[config.mk]
export PLATFORM = sky130hd
export DESIGN_NAME = serial_parallel
export DESIGN_NICKNAME = d
export VERILOG_FILES = /design/src/rtl/serial_parallel.sv
export SDC_FILE = /design/constraint.sdc
export NUM_CORES = 1
export LEC_CHECK = 0
export CAP_MARGIN = 20
export CORE_ASPECT_RATIO = 1.25
export CORE_MARGIN = 5
export CORE_UTILIZATION = 30
export DETAILED_ROUTE_END_ITERATION = 6
export SLEW_MARGIN = 20
export SYNTH_ARGS = -nofsm -noshare
export SYNTH_HDL_FRONTEND = slang
export SYNTH_SLANG_ARGS = --single-unit
[constraint.sdc]
create_clock -name clk -period 4.1 [get_ports clk]
set_input_delay 0.82 -clock clk [delete_from_list [all_inputs] [get_ports clk]]
set_output_delay 0.82 -clock clk [all_outputs]
set_load 0.02 [all_outputs]
[src/rtl/serial_parallel.sv]
// Serial-to-parallel receiver: assembles LSB-first WIDTH-bit words from a valid-qualified
// bit stream and buffers them in a DEPTH-entry FIFO behind a valid/ready port.
module serial_parallel #(
  parameter int WIDTH = 4,
  parameter int DEPTH = 2
) (
  input  logic             clk,
  input  logic             reset,
  input  logic             serial_i,
  input  logic             valid_i,
  output logic [WIDTH-1:0] parallel_o,
  output logic             parallel_vld_o,
  input  logic             parallel_rdy_i,
  output logic             busy_o,
  output logic             frame_err_o,
  output logic             overflow_o
);

  localparam int CW   = (WIDTH > 1) ? $clog2(WIDTH) : 1;
  localparam int AW   = (DEPTH > 1) ? $clog2(DEPTH) : 1;
  localparam int CNTW = AW + 1;

  logic [WIDTH-1:0] shift_q, shift_d;
  logic [CW-1:0]    cnt_q, cnt_d;
  logic [AW-1:0]    wr_ptr_q, wr_ptr_d, rd_ptr_q, rd_ptr_d;
  logic [CNTW-1:0]  count_q, count_d;
  logic             frame_err_q, frame_err_d;
  logic             overflow_q, overflow_d;
  logic [WIDTH-1:0] mem_q [DEPTH];

  logic             last_bit, full, pop, push_ok;
  logic [WIDTH-1:0] word;

  assign last_bit = valid_i && (cnt_q == CW'(WIDTH - 1));
  assign word     = {serial_i, shift_q[WIDTH-1:1]};
  assign full     = (count_q == CNTW'(DEPTH));
  assign pop      = parallel_vld_o && parallel_rdy_i;
  // A pop in the same cycle frees the head slot, so a full FIFO can still accept the word.
  assign push_ok  = last_bit && (!full || pop);

  always_comb begin
    shift_d     = shift_q;
    cnt_d       = cnt_q;
    wr_ptr_d    = wr_ptr_q;
    rd_ptr_d    = rd_ptr_q;
    count_d     = count_q;
    frame_err_d = 1'b0;
    overflow_d  = last_bit && full && !pop;

    if (valid_i) begin
      shift_d = word;
      cnt_d   = last_bit ? '0 : cnt_q + 1'b1;
    end else if (cnt_q != '0) begin
      cnt_d       = '0;
      frame_err_d = 1'b1;
    end

    if (push_ok) wr_ptr_d = wr_ptr_q + 1'b1;
    if (pop)     rd_ptr_d = rd_ptr_q + 1'b1;

    if (push_ok && !pop)      count_d = count_q + 1'b1;
    else if (pop && !push_ok) count_d = count_q - 1'b1;
  end

  always_ff @(posedge clk or posedge reset) begin
    if (reset) begin
      shift_q     <= '0;
      cnt_q       <= '0;
      wr_ptr_q    <= '0;
      rd_ptr_q    <= '0;
      count_q     <= '0;
      frame_err_q <= 1'b0;
      overflow_q  <= 1'b0;
      for (int i = 0; i < DEPTH; i++) mem_q[i] <= '0;
    end else begin
      shift_q     <= shift_d;
      cnt_q       <= cnt_d;
      wr_ptr_q    <= wr_ptr_d;
      rd_ptr_q    <= rd_ptr_d;
      count_q     <= count_d;
      frame_err_q <= frame_err_d;
      overflow_q  <= overflow_d;
      if (push_ok) mem_q[wr_ptr_q] <= word;
    end
  end

  assign parallel_o     = mem_q[rd_ptr_q];
  assign parallel_vld_o = (count_q != '0);
  assign busy_o         = (cnt_q != '0);
  assign frame_err_o    = frame_err_q;
  assign overflow_o     = overflow_q;

endmodule

==> summary.md, run 1 <==
| Metric | Value |
|---|---|
| Status | complete, no violations |
| Hold endpoint | count_q[1] |
| WL/cell | 12.7 microns |
| Synth top cells by count | 19 x dfrtp_1, 14 x mux2_2, 4 x inv_1, 4 x nand2_1, 4 x nor2_1 |
| VDD IR max | 0.229 mV |
| Antenna diodes | 0 |
| Number of gates resized after CTS | 0 |
| GRT Overall Usage | 0.0773 |
| Layout area overhead | 21.4% |
| Reg2reg end | count_q[1] |
| Syn Inst Count | 62 |
| Post-synth EDFFs | 0 |
| Setup-failing EPs final | 0 |
| Routed WL | around 1400 microns |
| Detailed Routing Iterations Pass 1 | 2 |
| Num CTS Buffers | 3 |
| CP max stage cell | clkdlybuf4s50_1 |
| Total internal power | between 0.4 and 0.5 mW |
| Family with the most delay on the worst path | buffers and inverters |
| Grt total ovfl | 0 |
| Vias in the first global route | ~500 |
| Worst Path Buf+Inv | 1 |
| FP Rows | 21 |
| First-pass GRT wire length | about 2300 microns |
| H-tree depth | 1 |
| Clock Latency Late Sink | roughly 0.30 ns |
| Clock Sinks | 19 |
| Crit path time final | about 2.5 ns |
| Data required, critical path | ~3.3 ns |
| Chip height | ~70 microns |
| Setup WS post-layout | around 1.6 ns |
| Total I/O pin count | 13 |
| Share of post-route cells with drive strength above 1 | 0.299 |
| Max Clock Freq | approximately 0.40 GHz |
| Core Area | 2710 sq um |
| Power share of the combinational group | 0.437 |
| Top FF cell, synth | dfrtp_1 |
| Count of cell types in the netlist | 15 |
| Min Hold Slack | between 0.4 and 0.5 ns |
| DP Worst Slack | 1.47 ns |
| Hold path startpoint | count_q[1] |
| CTS tree | done |
| Max-Cap Viols | 0 |
| Headroom to the max-slew limit | 0.528 |
| Via density | between 4 and 5 |
| Syn nets | 70 |
| RSZ-0062 raised after global routing | no |
| Clock Pin Slew Worst Setup and Hold Paths | ~0.1 ns |
| Seq pwr share | 0.435 |
| Sequential cell area fraction in the yosys report | 0.556 |
| Count leader, synth | dfrtp_1 |
| NetSw | between 0.2 and 0.3 mW |
| Cell count of the worst reg-to-reg path | 7 |
| Clock skew | between 0.008 and 0.009 ns |
| Starting Density | 0.316 |
| 1st-iter DRT viols | 16 |
| Clock tree buffer depth | 2 |
| Reg2Reg Setup Slack | about 2.5 ns |
| Top cell type by total area after synthesis | dfrtp_1 |
| Worst setup EP type | primary output |
| Critical Path Max Stage Delay | between 0.5 and 0.6 ns |
| Die area | 4020 sq um |
| Post-Syn Area per Cell | around 14 sq um |
| Post-synth ARST share | 1.00 |
| PortBufs | 12 |
| Pins Over Slew Limit | 0 |
| DR DRC count | 0 |
| Kind of critical path | reg -> out |
| Final Hold Viols | 0 |
| Largest net degree at the start of global routing | 20 |
| Die X | 57.7 microns |
| P per Cell Area | 707 nW/um^2 |
| Yosys Warn Count | 0 |
| Routability cong. | about 0.67 |
| Tcrit/Tclk final | 0.612 |
| Initial antenna violation count | 0 |
| Startpoint Class | flop |
| Setup bufs post-CTS | 0 |
| Setup_tns | 0 ns |
| Reg-to-Reg Start | cnt_q[0] |
| WHS Path Cells | 1 |
| P_leak | 0.469 nW |
| Post-route ant nets | 0 |
| Least-Margin Pin Slew | between 0.7 and 0.8 ns |
| # hold bufs at CTS | 0 |
| Clock Tree Root | clkbuf_4 |
| CP cell instances | mux2_2, clkdlybuf4s50_1 |
| WP data arrival | roughly 1.7 ns |
| Main area contributors after synthesis | dfrtp_1 56%, mux2_2 18%, ha_1 4.4% |
| Share of the synthesized area in the top cell type | 0.556 |
| Critical path peak fanout | 5 |
| Vias post-DR | around 500 |
| Worst Hold Class | reg -> reg |
| Yosys reg bits | 19 |
| Clock Power Share | 0.128 |
| Mapped cell area | 855 sq um |
| Nets@finish | 86 |
| Net Sw Frac | 0.346 |
per-layer routing:
layer | GRT usage | up-vias | wire length (microns)
li1 | - | 242 | -
met2 | 0.112 | 9 | 702
met1 | 0.0960 | 248 | 632
met4 | 0.0696 | 0 | 41
met5 | 0 | - | 0
met3 | 0.0112 | 4 | 28
worst reg2reg max path, cell delays in order, from the launching register on:
cell and delay, ns:
dfrtp_1 0.42, ha_1 0.23, nand2_1 0.17, nor2_1 0.09
ha_1 0.21, xor2_1 0.14, nor2_1 0.11, xor2_1 0.16
layout by cell type (no fill, tap or decap), drive strengths merged:
cell type	n
dfrtp	19
mux2	15
clkdlybuf4s50	12
nand2	4
nor2	4
inv	4
xor2	3
ha	3
clkbuf	3
nor3b	2
xnor2	2
o31ai	2
nor3	1
or2	1
and3	1
clkinv	1
logic make-up (layout without fill, tap and decap cells):
kind of cell / Yosys count / count (layout) / share of synthesized area
buf+inv: 5 / 20 / 0.0264
simple gates: 13 / 13 / 0.107
compound gates: 2 / 2 / 0.0176
mux: 15 / 15 / 0.198
flops: 19 / 19 / 0.556
fa+ha+maj: 3 / 3 / 0.0439
xor+xnor: 5 / 5 / 0.0513
power by group through the flow:
| stage | clock network (mW) | registers (mW) | logic, mW |
|---|---|---|---|
| floorplan | 0 | 0.312 | 0.218 |
| global placement | 0 | 0.320 | 0.320 |
| detailed placement | 0 | 0.325 | 0.325 |
| CTS | 0.0999 | 0.321 | 0.327 |
| global route | 0.106 | 0.329 | 0.345 |
| finish | 0.0941 | 0.319 | 0.321 |
per-stage QoR:
stage                     instance area (sq um)  std cells  total power, mW  utilization
final                                      1040        111            0.734        0.383
after detailed placement                   1010        107            0.650        0.373
after global placement                     1010        107            0.640        0.373
after CTS                                  1040        111            0.747        0.383
after floorplan                             855         62            0.530            -
after global routing                       1040        111            0.780        0.383
cell type report:
| type | instances | area [sq um] |
|---|---|---|
| Clock inverter | 1 | 5.00 |
| Sequential cell | 19 | 475 |
| Fill cell | 274 | 1670 |
| Multi-Input combinational cell | 38 | 357 |
| Clock buffer | 3 | 22.5 |
| Timing Repair Buffer | 12 | 120 |
| Tap cell | 34 | 42.5 |
| Inverter | 4 | 15.0 |
worst max path at each step:
stage,startpoint,endpoint,slack (ns),depth (start not counted)
2_1_floorplan,valid_i,count_q[1],2.25,7
3_3_place_gp,valid_i,count_q[1],1.49,7
3_5_place_dp,valid_i,count_q[1],1.47,7
4_1_cts,rd_ptr_q,parallel_o[3],1.56,2
5_1_grt,rd_ptr_q,parallel_o[3],1.50,2
6_report,rd_ptr_q,parallel_o[3],1.59,2
state kept, by name, summed over array words and instances, names as in the netlist:
register and cells:
wr_ptr_q 1, rd_ptr_q 1, cnt_q 2, count_q 2
overflow_o 1, shift_q 3, mem_q 8, frame_err_o 1
Power figures use the tool's default switching activity.
==> run 2, diff against run 1 <==
==> constraint.sdc (replaced) <==
create_clock -name clk -period 2.45 [get_ports clk]
set_input_delay 0.49 -clock clk [delete_from_list [all_inputs] [get_ports clk]]
set_output_delay 0.49 -clock clk [all_outputs]
set_load 0.02 [all_outputs]
==> run 2 against run 1 <==
  * Hold slack worse by 0.0064 ns
  * Count of clock-buffer cells in the layout is 1 higher
  * Clock skew fell by 0.0029 ns
  * Total power is 67% higher
  * Die area did not move
  * Combinational power up 68%
  * Via count up 0.80%
  * Critical path depth is the same
  * Wire length is 1.1% lower
  * Sequential share of layout area fell by 0.27 points
  * Largest power group unchanged
==> summary.md, run 2 (synthesis gave the netlist of run 1 again) <==
| Metric | Value |
|---|---|
| Routed WL | 1390 microns (-1.1%) |
| Worst Hold Class | reg -> reg |
| Core Area | 2710 sq um (unchanged) |
| DR DRC count | 0 (unchanged) |
| Vias in the first global route | 534 (+7.0%) |
| Vias post-DR | 507 (+0.80%) |
| Crit path time final | between 2 and 2.5 ns |
| Clock Tree Root | clkbuf_4 |
| Clock tree buffer depth | 2 (unchanged) |
| Reg-to-Reg Start | count_q[0] |
| Clock Power Share | 0.125 (-0.003) |
| Detailed Routing Iterations Pass 1 | 2 (unchanged) |
| Setup bufs post-CTS | 0 (unchanged) |
| Die area | 4020 sq um (unchanged) |
| Worst Path Buf+Inv | 1 (unchanged) |
| Critical path peak fanout | 5 (unchanged) |
| Tcrit/Tclk final | 0.889 |
| Layout area overhead | 22.1% |
| Initial antenna violation count | 0 (unchanged) |
| Cell count of the worst reg-to-reg path | 6 (-1) |
| Status | complete, no violations |
| P_leak | 0.471 nW (+0.44%) |
| Critical Path Max Stage Delay | 0.54 ns (about the same) |
| Power share of the combinational group | 0.440 (+0.003) |
| Largest net degree at the start of global routing | 20 (unchanged) |
| Most frequent cells in the layout | 19 x dfrtp_1, 14 x mux2_2, 12 x clkdlybuf4s50_1 |
| Grt total ovfl | 0 (unchanged) |
| # hold bufs at CTS | 0 (unchanged) |
| Clock Sinks | 19 (unchanged) |
| Total I/O pin count | 13 (unchanged) |
| Reg2Reg Setup Slack | 0.86 ns (-1.64 ns) |
| CTS tree | done |
| Net Sw Frac | 0.341 (-0.00536) |
| Reg2reg end | count_q[1] |
| RSZ-0062 raised after global routing | no |
| Top reg by flops | mem_q |
| Post-route core utilization | 0.386 (+0.00231) |
| Clock skew | 0.00577 ns (-0.00292 ns) |
| Post-route ant nets | 0 (unchanged) |
| WHS Path Cells | 1 (unchanged) |
| Max-Cap Viols | 0 (unchanged) |
| CP cell instances | mux2_2, clkdlybuf4s50_1 |
| Data required, critical path | 1.96 ns (-1.32 ns) |
| 1st-iter DRT viols | 5 (-11) |
| CP max stage cell | clkdlybuf4s50_1 |
| Worst setup EP type | primary output |
| Starting Density | 0.316 (unchanged) |
| Setup-failing EPs final | 0 (unchanged) |
| Via density | 4.53 (-0.10%) |
| Share of post-route cells with drive strength above 1 | 0.295 (-0.00383) |
| Top flop regs | mem_q (8), shift_q (3) |
| Routability cong. | 0.678 (+0.82%) |
| Pwr Total | 1.22 mW (+67%) |
| Met1 Usage GRT | 0.0915 (-0.00447) |
| P per Cell Area | 1170 nW/um^2 (+66%) |
| Hold endpoint | count_q[1] |
| Max Clock Freq | 0.459 GHz |
| Num CTS Buffers | 3 (unchanged) |
| WP data arrival | 1.69 ns (about the same) |
| Max reg flops | 8 (unchanged) |
| Headroom to the max-slew limit | 0.535 (+0.00668) |
| FP Rows | 21 (unchanged) |
| Pins Over Slew Limit | 0 (unchanged) |
| Clock Pin Slew Worst Setup and Hold Paths | 0.10 ns (about the same) |
| WL/cell | 12.4 microns (-2.0%) |
| Family with the most delay on the worst path | buffers and inverters |
| Number of gates resized after CTS | 0 (unchanged) |
| Clock Latency Late Sink | 0.29 ns (about the same) |
| Total internal power | 0.807 mW (+68%) |
| Nets@finish | 87 (+1.2%) |
| Gr busiest metal | met2 |
| H-tree depth | 1 (unchanged) |
| Final Hold Viols | 0 (unchanged) |
| Antenna diodes | 0 (unchanged) |
| Kind of critical path | reg -> out |
| VDD IR max | 0.414 mV (+81%) |
| Die X | 57.7 microns (unchanged) |
| Startpoint Class | flop |
| Setup_tns | 0 ns (unchanged) |
| Chip height | 69.7 microns (unchanged) |
| Least-Margin Pin Slew | 0.697 ns (-0.0100 ns) |
| GRT Overall Usage | 0.0829 (+0.00566) |
| Seq pwr share | 0.435 (about the same) |
| Met3 GRT Util | 0.0149 (+0.00372) |
| Met2 Usage GRT | 0.126 (+0.0138) |
| NetSw | 0.417 mW (+64%) |
| DP HPWL | ~1000 microns |
| Most common cell after layout, fill and taps aside | dfrtp_1 |
| First-pass GRT wire length | 2440 microns (+5.3%) |
| PortBufs | 12 (unchanged) |
| Hold path startpoint | count_q[1] |
run 2: worst max-delay path by stage:
stage	from	end	slack (ns)	depth (start not counted)
2_1_floorplan	valid_i	count_q[1]	0.93	7
4_1_cts	rd_ptr_q	parallel_o[3]	0.23	2
3_5_place_dp	parallel_rdy_i	count_q[1]	0.37	7
5_1_grt	cnt_q[0]	busy_o	0.19	4
3_3_place_gp	parallel_rdy_i	count_q[1]	0.42	7
6_report	rd_ptr_q	parallel_o[3]	0.27	2
run 2: per-stage QoR:
| stage | hold WS, ns | area, sq um | setup WS [ns] | std cells |
|---|---|---|---|---|
| floorplan | 0.441 | 855 | 0.932 | 62 |
| global placement | 0.462 | 1020 | 0.416 | 108 |
| detailed placement | 0.476 | 1020 | 0.365 | 108 |
| CTS | 0.495 | 1040 | 0.226 | 112 |
| global route | 0.528 | 1040 | 0.190 | 112 |
| finish | 0.490 | 1040 | 0.273 | 112 |
run 2: power by group through the flow:
| stage | combinational (mW) | clock (mW) | sequential, mW |
|---|---|---|---|
| 4_1_cts | 0.550 | 0.165 | 0.535 |
| 3_3_place_gp | 0.538 | 0 | 0.536 |
| 2_1_floorplan | 0.365 | 0 | 0.522 |
| 3_5_place_dp | 0.546 | 0 | 0.542 |
| 5_1_grt | 0.586 | 0.180 | 0.551 |
| 6_report | 0.538 | 0.153 | 0.532 |
run 2: worst reg2reg max path, cell delays in order (launching register included):
cell and delay, ns:
dfrtp_1 0.46, nor3b_4 0.32, nor2_1 0.12, ha_1 0.20
xor2_1 0.14, nor2_1 0.13, xor2_1 0.15
run 2: area by class of cell:
type	count	area, sq um
clock buffer	4	26.3
sequential	19	475
tap	34	42.5
multi-input combinational	38	357
inverter	4	15.0
fill	280	1660
timing repair buffer	13	128
run 2: metal layers:
layer	part of all wire	up-vias	wire length [microns]
met1	0.41	250	563
met3	0.037	4	52
met5	0	-	0
li1	-	244	-
met4	0.037	0	52
met2	0.52	9	721
==> run 3, diff against run 2 <==
--- a/config.mk
+++ b/config.mk
@@ -9,6 +9,7 @@
 export CORE_ASPECT_RATIO = 1.25
 export CORE_MARGIN = 5
 export CORE_UTILIZATION = 30
+export CTS_CLUSTER_DIAMETER = 200
 export DETAILED_ROUTE_END_ITERATION = 6
 export SLEW_MARGIN = 20
 export SYNTH_ARGS = -nofsm -noshare
==> constraint.sdc (replaced) <==
create_clock -name clk -period 2.6 [get_ports clk]
set_input_delay 0.52 -clock clk [delete_from_list [all_inputs] [get_ports clk]]
set_output_delay 0.52 -clock clk [all_outputs]
set_load 0.02 [all_outputs]
==> run 3 against run 2 <==
  * Combinational power fell by 5.8%
  * Die area stayed put
  * Register-to-register slack improved by 0.16 ns
  * Wire length up 0.43%
  * Utilization did not move
  * Non-clock buffer count did not move
  * Clock power shrank 5%
  * Critical endpoint unchanged
  * Largest cell class unchanged
  * Largest power group unchanged
==> summary.md, run 3 (synthesis gave the netlist of run 1 again) <==
| Metric | Value |
|---|---|
| Worst setup EP type | primary output |
| Chip height | 69.7 microns (unchanged) |
| FP Rows | 21 (unchanged) |
| Antenna diodes | 0 (unchanged) |
| Core Area | 2710 sq um (unchanged) |
| DR DRC count | 0 (unchanged) |
| Clock skew | 0.00347 ns (-0.00230 ns) |
| Worst Hold Class | reg -> reg |
| Grt total ovfl | 0 (unchanged) |
| Top reg by flops | mem_q |
| VDD IR max | 0.349 mV (-16%) |
| Post-route ant nets | 0 (unchanged) |
| Final Hold Viols | 0 (unchanged) |
| Share of post-route cells with drive strength above 1 | 0.295 (unchanged) |
| Die area | 4020 sq um (unchanged) |
| Clock tree buffer depth | 2 (unchanged) |
| Least-Margin Pin Slew | 0.697 ns (-0.000184 ns) |
| First-pass GRT wire length | 2480 microns (+1.4%) |
| Status | complete, no violations |
| Routed WL | 1400 microns (+0.43%) |
| Max-Cap Viols | 0 (unchanged) |
| Total I/O pin count | 13 (unchanged) |
| Pins Over Slew Limit | 0 (unchanged) |
| Setup WS post-layout | 0.385 ns (+0.112 ns) |
| WL/cell | 12.5 microns (+0.43%) |
| Setup-failing EPs final | 0 (unchanged) |
| GRT Overall Usage | 0.0829 (unchanged) |
| Clock Pin Slew Worst Setup and Hold Paths | 0.10 ns (about the same) |
| H-tree depth | 1 (unchanged) |
| P per Cell Area | 1110 nW/um^2 (-5.5%) |
| Starting Density | 0.316 (unchanged) |
| Number of gates resized after CTS | 0 (unchanged) |
| Layout area overhead | 22.1% (unchanged) |
| 1st-iter DRT viols | 7 (+2) |
| Clock Tree Root | clkbuf_4 |
| DP HPWL | 1050 microns (+1.2%) |
| Most frequent cells in the layout | 19 x dfrtp_1, 14 x mux2_2, 12 x clkdlybuf4s50_1 |
| Headroom to the max-slew limit | 0.535 (about the same) |
| Routability cong. | 0.678 (unchanged) |
| WP data arrival | 1.70 ns (about the same) |
| RSZ-0062 raised after global routing | no |
| Top flop regs | mem_q (8), shift_q (3) |
| Initial antenna violation count | 0 (unchanged) |
| Die X | 57.7 microns (unchanged) |
| Setup bufs post-CTS | 0 (unchanged) |
| Data required, critical path | 2.08 ns (+0.12 ns) |
| Setup_tns | 0 ns (unchanged) |
| Detailed Routing Iterations Pass 1 | 2 (unchanged) |
| Clock Latency Late Sink | 0.29 ns (about the same) |
| Vias in the first global route | 536 (+0.37%) |
| Nets@finish | 87 (unchanged) |
| Crit path time final | 2.22 ns |
| Clock Sinks | 19 (unchanged) |
| Critical path peak fanout | 5 (unchanged) |
| Vias post-DR | 496 (-2.2%) |
| Num CTS Buffers | 3 (unchanged) |
| Max reg flops | 8 (unchanged) |
| CTS tree | done |
| PortBufs | 12 (unchanged) |
| Most common cell after layout, fill and taps aside | dfrtp_1 |
| P_leak | 0.471 nW (unchanged) |
| Pwr Total | 1.16 mW (-5.5%) |
| Via density | 4.43 (-2.2%) |
| Tcrit/Tclk final | 0.852 |
| DP Worst Slack | 0.490 ns (+0.125 ns) |
| # hold bufs at CTS | 0 (unchanged) |
| Kind of critical path | reg -> out |
| Startpoint Class | flop |
| Max Clock Freq | ~0.45 GHz |
| Largest net degree at the start of global routing | 20 (unchanged) |
[run 3: cell counts in the layout (fill, tap and decap cells not counted)]
No cell type changed its count.
[run 3: worst paths after layout]
check	endpoint	slack [ns]	startpoint	cells past startpoint
setup / recovery	parallel_o[3]	0.38	rd_ptr_q	2
hold / removal	count_q[1]	0.50	count_q[1]	1
setup reg to reg	count_q[1]	1.02	cnt_q[0]	7
hold reg to reg	count_q[1]	0.50	count_q[1]	1
max in group asynchronous	rd_ptr_q	1.54	reset	2
min in group asynchronous	frame_err_o	0.62	reset	2
[run 3: power breakdown]
| part | switching [mW] | leakage (nW) | internal, mW | total, mW |
|---|---|---|---|---|
| clock | 0.0867 | 0.0150 | 0.0597 | 0.146 |
| combinational | 0.220 | 0.221 | 0.288 | 0.507 |
| sequential | 0.0900 | 0.235 | 0.413 | 0.503 |
[run 3: critical path: stages (launching register included)]
cell and delay (ns):
dfrtp_1 0.50, mux2_2 0.37, clkdlybuf4s50_1 0.54
[run 3: area by class of cell]
type                       count  area, sq um
timing repair buffer          13          128
fill                         275         1660
clock buffer                   4         26.3
sequential                    19          475
inverter                       4         15.0
multi-input combinational     38          357
tap                           34         42.5
[run 3: routing by layer]
layer	vias up	routed length [microns]	track usage
li1	239	-	-
met2	9	721	0.126
met3	4	40	0.0168
met1	244	580	0.0938
met5	-	0	0
met4	0	53	0.0773
[run 3: stage by stage]
| stage | utilization | cell area (sq um) | std cells | hold slack, ns |
|---|---|---|---|---|
| floorplan | - | 855 | 62 | 0.452 |
| CTS | 0.386 | 1040 | 112 | 0.495 |
| global placement | 0.376 | 1020 | 108 | 0.462 |
| finish | 0.386 | 1040 | 112 | 0.495 |
| detailed placement | 0.376 | 1020 | 108 | 0.476 |
| global route | 0.386 | 1040 | 112 | 0.529 |
==> RTL change 1, RTL diff (settings of run 2) <==
Reset style: synchronous (`reset`), changed in one clocked block.
--- a/src/rtl/serial_parallel.sv
+++ b/src/rtl/serial_parallel.sv
@@ -63,5 +63,5 @@
   end
 
-  always_ff @(posedge clk or posedge reset) begin
+  always_ff @(posedge clk) begin
     if (reset) begin
       shift_q     <= '0;
Behaviour: differs if reset is asserted again (counterexample within 4 cycles, from zero or initial values and one cycle with reset high); with reset held inactive, the same outputs for 10 cycles.
==> RTL change 1 against run 2 <==
Area after synthesis up 4.7%; wire length down 3.7%; count of clock-buffer cells in the layout down 1; setup slack better by 0.066 ns; non-clock buffer count up 2; cell area up 4.8%; global-route usage down 0.94 points; sequential cell count up 1; critical endpoint is now busy_o.
Power is not compared: it rests on default switching activity, and its combinational part moved more than twofold at a synthesized area within 25%.
==> RTL change 1: results (changes against run 2) <==
The number of DRC markers in iteration 0 is 3 (was 5), and the mean routed wirelength per cell is 10.28 µm (was 12.40 µm). The total detailed-routing wirelength was 1337 µm (was 1389 µm); the number of ordinary and repair buffers in the finished layout was 15 (was 13). The via count of the first global-routing pass came out at 612 (was 534). The run finished with clean final reports.

The number of different library cells in the post-synthesis netlist came out at 27 (was 15). The post-synthesis compound-gate area fraction works out to 0.05455 (was 0.01757). The adder and majority cell fraction of the synthesized area is 0.04196 (was 0.04392).

The number of cell instances on the worst register-to-register path came out at 5 (was 6). The tools report the sequential area share after synthesis as 0.5371 (was 0.5564). The post-layout net count came out at 103 (was 87).

The number of placed instances, taps included is 126 (was 108), and the total core area is 0.002918 mm² (was 0.002706 mm²). The worst setup timing slack at the placement stage was 0.1044 ns (was 0.3653 ns); the final worst clock skew was 0.005318 ns (was 0.005770 ns). The worst-path maximum fanout was 3 (was 5); the post-synthesis mux area share was 0.08392 (was 0.1977). The logs give 0.7539 (was 0.5349) for the worst relative slew slack and 306 (was 280) for the number of filler instances in the final layout.

For the wire length of the first global-routing pass, the log shows 2435 µm (was 2442 µm). The via density per instance works out to 4.462 (was 4.527). The number of enable flip-flop cells after synthesis was 8 (was 0); the XOR/XNOR share of the synthesized area was 0.02937 (was 0.05124). The start point of the critical path is cnt_q[0] (was rd_ptr_q).

The portion of the layout cell area used by non-clock buffers came out at 0.1304 (was 0.1223). The relative area of clock buffers and inverters in the final design is 0.02403 (was 0.02518), and the number of iterations in the first detailed-routing pass is 4 (was 2). The most common flop cell mapped by yosys was sky130_fd_sc_hd__dfxtp_1 (was sky130_fd_sc_hd__dfrtp_1).
-- RTL change 1: changes by cell type in the layout (fill, tap and decap cells not counted), sizes merged, moves of 2 or more --
cell / before / now
mux2: 15 / 4
mux2i: 0 / 3
or3: 0 / 3
xnor2: 2 / 0
a21oi: 0 / 3
and2: 0 / 8
o21ai: 0 / 2
nor2: 4 / 8
edfxtp: 0 / 8
dfxtp: 0 / 12
buf: 1 / 3
dfrtp: 19 / 0
-- RTL change 1: layer usage --
| layer | up-vias | GRT usage | routed length [µm] |
|---|---|---|---|
| met3 | 2 | 0.01825 | 85 |
| met5 | - | 0 | 0 |
| met1 | 271 | 0.08129 | 564 |
| met2 | 11 | 0.1229 | 659 |
| met4 | 0 | 0.04534 | 27 |
| li1 | 296 | - | - |
-- RTL change 1: worst paths after layout --
| kind | endpoint | slack (ns) |
|---|---|---|
| min reg2reg | flip-flop | 0.52 |
| max reg2reg | count_q[1] | 0.66 |
| min | flip-flop | 0.52 |
| max | busy_o | 0.34 |
==> RTL change 2, RTL diff (flow settings as in run 2) <==
Without the edit above. `WIDTH`: 4 -> 8.
--- a/src/rtl/serial_parallel.sv
+++ b/src/rtl/serial_parallel.sv
@@ -2,5 +2,5 @@
 // bit stream and buffers them in a DEPTH-entry FIFO behind a valid/ready port.
 module serial_parallel #(
-  parameter int WIDTH = 4,
+  parameter int WIDTH = 8,
   parameter int DEPTH = 2
 ) (
Ports: changed (resized parallel_o); port bits go from 13 to 17. No check against the original RTL was run, so the function may have changed too.
==> RTL change 2 against run 2 <==
Synthesized cell count grew 56%; sequential share of layout area grew 0.38 points; cell area grew 67%; total power grew 42%; wire length grew 91%; area after synthesis grew 64%; first-iteration DRC count grew to 3.4 times the old value; sequential cell count grew 13; die area grew 53%; maximum frequency shrank 6.9%; setup slack lost 0.16 ns; non-clock buffer count grew 7; largest cell class unchanged.
==> RTL change 2: results (changes against run 2) <==
The clock-pin slew on the worst setup and hold paths is 0.07 ns (was 0.10 ns). The tools report the wire length of the first global-routing pass as 4367 µm (was 2442 µm). Number of different library cells in the post-synthesis netlist: 17 (was 15).

The average footprint of a synthesized cell is 14.43 µm² (was 13.78 µm²). The estimated wirelength of the detail-placed design is 1858 µm (was 1037 µm), and the adder and majority cell fraction of the synthesized area is 0.03575 (was 0.04392). The met1 global-route usage was 0.09949 (was 0.09153); the number of filler instances in the final layout was 438 (was 280).

The clock root buffer master is sky130_fd_sc_hd__clkbuf_8 (was sky130_fd_sc_hd__clkbuf_4). The critical-path cell with the highest stage delay was sky130_fd_sc_hd__dfrtp_1 (was sky130_fd_sc_hd__clkdlybuf4s50_1). The leakage power summed over all cells was 0.8268 nW (was 0.4709 nW). The flow ran to the end, and the final reports show no timing, DRC or antenna violations. The logs give 881 (was 534) for the via count of the first global-routing pass and 1409 µm (was 721 µm) for the met2 routed wirelength.

The share of cells above drive strength 1 is 0.4016 (was 0.2949). The setup slack of the worst register-to-register path was 0.63 ns (was 0.86 ns). The count of buffers from port buffering is 16 (was 12), and the post-synthesis mux area share is 0.2493 (was 0.1977). The instance count of the mapped netlist was 97 (was 62); the XOR/XNOR share of the synthesized area was 0.03128 (was 0.05124). The tools report the number of placed instances, taps included as 172 (was 108). Final weighted congestion of routability-driven global placement: 0.6954 (was 0.6781). The cell area after placement came out at 0.001650 mm² (was 0.001017 mm²).

Met2 routing resource usage after global routing: 0.1679 (was 0.1256). The met3 demand-to-capacity share in global routing is 0.03364 (was 0.01490). The run gives 4 (was 2) as the number of iterations in the first detailed-routing pass.
[RTL change 2: cell types whose count changed after synthesis, sizes merged]
cell / change
mux2: +16
dfrtp: +13
clkbuf: +2
ha: +1
nand2: +1
nor2: +1
nor2b: +1
[RTL change 2: kinds of logic after synthesis]
family                   after synthesis
flip-flops                            32
multiplexers                          31
AND/OR/NAND/NOR                       16
buffers and inverters                  7
XOR/XNOR                               5
adder cells (fa/ha/maj)                4
AO/OA/AOI/OAI                          2
[RTL change 2: power by group]
group	total [mW]	internal [mW]	switching, mW
Sequential	0.810	0.670	0.140
Clock	0.409	0.224	0.186
Combinational	0.512	0.292	0.220
Total	1.73	1.19	0.545
[RTL change 2: stage by stage]
step	setup WS, ns	util	total power [mW]	hold slack [ns]
after floorplan	0.8145	-	1.132	0.4557
after global placement	0.2253	0.3701	1.318	0.4716
after detailed placement	0.2012	0.3701	1.339	0.4798
after CTS	0.06291	0.3909	1.765	0.4922
after global routing	0.02073	0.3909	1.848	0.5224
final	0.1119	0.3909	1.732	0.4940
